[config.mk]
export PLATFORM = sky130hd
export DESIGN_NAME = gray_decoder
export DESIGN_NICKNAME = d
export VERILOG_FILES = /design/src/rtl/gray_pkg.sv /design/src/rtl/gray2bin.sv /design/src/rtl/gray_decoder.sv
export SDC_FILE = /design/constraint.sdc
export NUM_CORES = 1
export LEC_CHECK = 0
export CORE_MARGIN = 2
export CORE_UTILIZATION = 41
export CTS_CLUSTER_DIAMETER = 80
export DETAILED_ROUTE_END_ITERATION = 10
export GPL_ROUTABILITY_DRIVEN = 0
export GPL_TIMING_DRIVEN = 0
export HOLD_SLACK_MARGIN = 0.08
export PLACE_DENSITY = 0.79
export SLEW_MARGIN = 20
export SYNTH_ARGS = -nofsm -noshare
export SYNTH_HDL_FRONTEND = slang
export SYNTH_SLANG_ARGS = --single-unit
[constraint.sdc]
create_clock -name Clk -period 2.18 [get_ports Clk]
set_clock_uncertainty 0.2 [all_clocks]
set_input_delay 0.545 -clock Clk [delete_from_list [all_inputs] [get_ports Clk]]
set_output_delay 0.545 -clock Clk [all_outputs]
set_load 0.05 [all_outputs]
[src/rtl/gray_pkg.sv]
// Shared types and constants for the Gray-code decoder.
package gray_pkg;

    typedef enum logic [1:0] {
        StEmpty,
        StLocked,
        StFault
    } state_e;

    localparam int unsigned ErrCntWidth = 8;

endpackage

[src/rtl/gray2bin.sv]
// Combinational Gray-to-binary conversion, parameterised by code width.
module gray2bin #(
    parameter int unsigned WIDTH = 3
) (
    input  logic [WIDTH-1:0] gray,
    output logic [WIDTH-1:0] binary
);

    // b[i] = b[i+1] ^ g[i] unrolled: each bit is the XOR of all Gray bits at or above it.
    for (genvar i = 0; i < WIDTH; i++) begin : g_bit
        assign binary[i] = ^gray[WIDTH-1:i];
    end

endmodule

[src/rtl/gray_decoder.sv]
// Registered Gray-code decoder with lock/fault tracking and sticky Wrap/Error flags.
// Optional fault counter output ErrCount is enabled by defining GRAY_DECODER_ERRCNT_EN.
module gray_decoder
    import gray_pkg::*;
#(
    parameter int unsigned WIDTH = 3
) (
    input  logic             Clk,
    input  logic             Reset,
    input  logic             Valid,
    input  logic [WIDTH-1:0] Gray,
    input  logic             Clear,
    output logic [WIDTH-1:0] Binary,
    output logic             Locked,
    output logic             Wrap,
    output logic             Error
`ifdef GRAY_DECODER_ERRCNT_EN
    ,
    output logic [ErrCntWidth-1:0] ErrCount
`endif
);

    state_e           state_q, state_d;
    logic [WIDTH-1:0] bin_q, bin_d, bin_inc, dec;
    logic             wrap_q, wrap_d;
    logic             err_q, err_d;

    gray2bin #(
        .WIDTH(WIDTH)
    ) u_gray2bin (
        .gray  (Gray),
        .binary(dec)
    );

    assign bin_inc = bin_q + 1'b1;

    always_comb begin
        state_d = state_q;
        bin_d   = bin_q;
        wrap_d  = wrap_q;
        err_d   = err_q;
        // Clear wins over Valid; the coincident sample is dropped.
        if (Clear) begin
            state_d = StEmpty;
            wrap_d  = 1'b0;
            err_d   = 1'b0;
        end else if (Valid) begin
            case (state_q)
                StEmpty: begin
                    bin_d   = dec;
                    state_d = StLocked;
                end
                StLocked: begin
                    if (dec == bin_inc) begin
                        bin_d = dec;
                        if (&bin_q) begin
                            wrap_d = 1'b1;
                        end
                    end else if (dec != bin_q) begin
                        err_d   = 1'b1;
                        state_d = StFault;
                    end
                end
                default: ;
            endcase
        end
    end

    always_ff @(posedge Clk or posedge Reset) begin
        if (Reset) begin
            state_q <= StEmpty;
            bin_q   <= '0;
            wrap_q  <= 1'b0;
            err_q   <= 1'b0;
        end else begin
            state_q <= state_d;
            bin_q   <= bin_d;
            wrap_q  <= wrap_d;
            err_q   <= err_d;
        end
    end

    assign Binary = bin_q;
    assign Locked = (state_q == StLocked);
    assign Wrap   = wrap_q;
    assign Error  = err_q;

`ifdef GRAY_DECODER_ERRCNT_EN
    logic                   fault_ev;
    logic [ErrCntWidth-1:0] cnt_q;

    assign fault_ev = (state_q == StLocked) && (state_d == StFault);

    // Saturating; only Reset clears it so faults accumulate across Clear.
    always_ff @(posedge Clk or posedge Reset) begin
        if (Reset) begin
            cnt_q <= '0;
        end else if (fault_ev && !(&cnt_q)) begin
            cnt_q <= cnt_q + 1'b1;
        end
    end

    assign ErrCount = cnt_q;
`else
    // Fault events are not counted in this build.
`endif

endmodule

Word-level counts from Yosys, hierarchy flattened
Cells that the tools add are included.

cells by class
  add/sub/neg operators = 1
  $mul = 0
  div/mod/pow operators = 0
  magnitude comparators = 0
  eq/ne operators = 7
  shifts and indexed selects = 0
  muxes and demuxes = 17
  bitwise logic cells = 1
  reductions and logical operators = 15

operator list
  cell                 number
  $reduce_and 4->1     4
  $reduce_bool 2->1    6
  $mux 1               10
  $mux 2               4
  $pmux 3 s2           1
  $pmux 2 s2           1
  $add 3x1->3 const B  1
  $eq 3x3->1           1
  $mux 3               1
  $ne 3x2->1 const B   1
  $ne 3x3->1           1
  $ne 3x3->1 const B   1
  $reduce_and 3->1     1
  $reduce_bool 3->1    1
  $reduce_xor 3->1     1
  $eq 2x1->1 const B   1
  $logic_not 2->1      1
  $ne 2x1->1 const B   1
  $ne 2x2->1 const B   1
  $reduce_xor 2->1     1
  $not 1->1            1

storage, ports and cells
  register bits after elaboration = 7
  bits in latches = 0
  RAM bits = 0
  memory bits (read-only) = 0
  output and inout port bits = 6
  word-level logic and storage cells = 45
  memories = 0

Logic depth before layout (Yosys ltp)
  word-level depth = 7
  mapped depth = 6
  gate-level depth less buffers = 6

Cells and area by module
From an unflattened synthesis, not the netlist that was laid out.

unflattened totals
  cell total of the unflattened synthesis = 36
  area, all modules = 442.9 µm²

by module, submodules not included
  module        times used  cells an instance  area an instance (µm²)
  gray_decoder  1           33                 402.9
  gray2bin      1           3                  40.0

Worst setup path after synthesis
No wires, ideal clock.

  kind = reg-to-reg
  start point = reg bin_q[0], in the netlist Binary[0]
  end point = reg bin_q[0], in the netlist Binary[0]
  setup time = 0.128 ns
  arrival time = 2.112 ns
  data required time = 1.852 ns
  path slack = -0.260 ns
  stages on the path, launching flop included = 7
  path buffers = 0
  clock period less this slack = 2.440 ns
  path through = dfrtp_1 -> ha_1 -> ha_1 -> and4bb_1 -> o21ai_2 -> a31oi_4 -> mux2_1

on the way
  longest elaborated chain between the ends = 4

ends and longest elaborated chain
  what                               RTL line            source
  from (decl)                        gray_decoder.sv:24  logic [WIDTH-1:0] bin_q, bin_d, bin_inc, dec;
  from (signal assigned)             gray_decoder.sv:77  bin_q <= bin_d;
  $add 3x1->3                        gray_decoder.sv:35  assign bin_inc = bin_q + 1'b1;
  $eq 3x3->1                         gray_decoder.sv:54  if (dec == bin_inc) begin
  $ne 2x1->1 (no source line)        -
  $reduce_and 4->1 (no source line)  -

No other way between the ends.
A chain may end at the register's enable or synchronous reset.

Worst setup path after layout
  start point = reg wrap_q, in the netlist Wrap
  end point = out Wrap

RTL lines
  what                    RTL line            source
  from (decl)             gray_decoder.sv:25  logic wrap_q, wrap_d;
  from (signal assigned)  gray_decoder.sv:78  wrap_q <= wrap_d;
  to (decl)               gray_decoder.sv:15  output logic Wrap,

No word-level cell between the ends.

==> reports/summary.txt <==
Synth Area in Adders: 4.69%
EDFF count, synth: 0
Post-Syn Area: 533 sq um
CP Class: flop to primary output
clk root buf: clkbuf_4
Syn Nets: 57
via count: 439
Worst EP required: 1.43 ns
synthesis-stage register bit count: 7
Final setup viols: 0
Clock transition at path regs: 0.05 ns
Vias/cell: 5.42
multiplexer area fraction after synthesis: 9.15%
Worst Path Buf+Inv: 1
Hold Path Class: primary input to asynchronous set/reset pin
share of cells above drive strength 1: 35.8%
minimum clock period: 2.16 ns
post-route cell area: 761 sq um
post-synthesis sequential area ratio: 32.9%
async set or reset register ratio after synthesis: 100%
vias in the first global route: 376
Die X: 40.1 um
Die ar.: 1600 sq um
Routed WL: 1.09 mm
Util after Layout: 65.8%
Post-Synthesis Cells: 48
die height: 40.1 um
Simple-Gate Fraction of Synth Area: 23.0%
IO Pins: 13
filler cell count: 83
count of different cell masters after synthesis: 25
CP Cell Sequence: clkdlybuf4s50_1
Nets: 77
initial core utilization: 46.1%
TritonCTS Buffers: 3
first-pass GRT wire length: 1.65 mm
Max Root-Sink Buffers: 2
largest driver fanout on the critical path: 2
RSZ-0062 raised after global routing: true
PD cells: 1220 nW/um^2
Site Rows: 12
Crit path max-delay family: buffers and inverters
Port-buffer cells: 10
CTS tree: built
slowest stage delay, CP: 0.81 ns
Antenna Nets Post-Route: 0
Congestion Overflow GR: 0
Post-Layout Cell Count: 81
initial antenna violation count: 0
largest net degree at the start of global routing: 10
r2r worst-path depth: 6
Startpoint Class: flop
Fin. Hold Viols: 0
Worst-Margin Slew: 0.488 ns
DP Cell Count: 72
reg2reg end: Binary[0]
largest family of logic cells by synthesized area: simple AND/OR/NAND/NOR gates
Max Transition Viols Final: 0
Area growth, synth to finish: 42.7%
Placed Area: 688 sq um
Final period util: 98.9%
DRC viols: 0
TritonCTS Sinks: 7
DR WL/cell: 13.4 um
Total Routing Usage GR: 15.9%
status: finished clean
DRT Pass-1 Iters: 4
dpl hpwl: 812 um
FF-to-FF setup slack: 0.03 ns
hold_buf cts: 0
Critical-path top delay cell: clkdlybuf4s50_1
VDD IR-drop max: 0.000849 V
clk_lat worst skew: 0.25 ns
Syn Area/Cell: 11.1 sq um
crit end category: primary output
htree depth: 1
ys flop type: dfrtp_1
Relative slew margins: 67.3%
antenna diode count: 0
total power draw: 928 uW
complex-gate fraction of the synthesized area: 17.4%
DRT iter0 DRCs: 12
Worst Path Arrival: 1.41 ns
fmax: 464 MHz
Pleak: 0.321 nW
Synth Area in XOR/XNOR: 6.57%
maxcap violations: 0
worst reg2reg startpoint: Binary[0]
Core Area: 1160 sq um
Ys Warns: 0
hold slack: 0.314 ns
-- power breakdown --
| part | internal [mW] | switching, mW | total [mW] |
|---|---|---|---|
| sequential | 0.171 | 0.0627 | 0.234 |
| clock | 0.0696 | 0.0439 | 0.114 |
| combinational | 0.271 | 0.309 | 0.581 |
| total | 0.512 | 0.416 | 0.928 |
-- placed cells by master, fill, tap and decap left out, types with 3 or more instances in the layout --
cell type	n
dlygate4sd2_1	3
nand4b_1	3
clkbuf_4	3
dfrtp_1	4
inv_1	3
clkdlybuf4s50_1	5
nand3_1	3
buf_4	5
dfrtp_2	3
mux2_1	3
-- worst max-delay path by stage --
stage,startpoint,endpoint,slack [ns],depth (start not counted)
after floorplan,Binary[1],Binary[0],0.008,6
after global routing,Binary[0],Binary[1],-0.03,6
after detailed placement,Gray[0],Binary[0],-0.24,5
after CTS,Gray[0],Binary[0],0.008,5
after global placement,Gray[0],Binary[1],-0.24,5
final,Wrap,Wrap,0.02,1
-- state kept, by name, summed over array words and instances, names as in the netlist --
name and cells:
Error 1, state_q 2, Binary 3, Wrap 1
-- per-stage QoR --
step                      setup WS, ns  TNS, ns
after global placement          -0.236    -1.11
after floorplan                0.00847        0
final                           0.0248        0
after global routing           -0.0315  -0.0634
after detailed placement        -0.238    -1.17
after CTS                      0.00815        0
-- metal layers --
metal / part of all wire [%] / GRT usage, %
met1: 48 / 22.2
met2: 50 / 23.0
met3: 2.1 / 3.33
met4: 0 / 7.76
met5: 0 / 0
-- final cells by class --
| class | count | area [sq um] | area share (%) |
|---|---|---|---|
| clock buffer | 4 | 26.3 | 3.45 |
| sequential | 7 | 179 | 23.5 |
| buffer | 2 | 22.5 | 2.96 |
| tap | 14 | 17.5 | 2.30 |
| inverter | 3 | 11.3 | 1.48 |
| timing repair buffer | 15 | 131 | 17.3 |
| multi-input combinational | 36 | 373 | 49.0 |
-- repair_timing --
item                                    CTS  global route
pin swaps                                 0             3
endpoints found under the setup margin    4             4
setup buffers                             0             5
gates resized for setup                   4             5
endpoints found under the hold margin     0             0
-- cell usage after synthesis (all sizes together) (2+ instances only) --
cell / n / share of area [%]
and4b: 2 / 3.8
buf: 2 / 4.2
nand3: 3 / 2.8
ha: 2 / 4.7
o21ai: 2 / 3.3
dfrtp: 7 / 33
nor2: 2 / 1.4
inv: 3 / 2.1
o32ai: 2 / 3.3
nor2b: 2 / 2.3
mux2: 4 / 9.2
xor2: 3 / 4.9
nand4b: 3 / 4.9
-- logic make-up after synthesis --
group	count (synthesis)
AO/OA/AOI/OAI	9
AND/OR/NAND/NOR	17
flip-flops	7
multiplexers	4
XOR/XNOR	4
buffers and inverters	5
adder cells (fa/ha/maj)	2
Note: power is estimated with default switching activity, not from simulation.
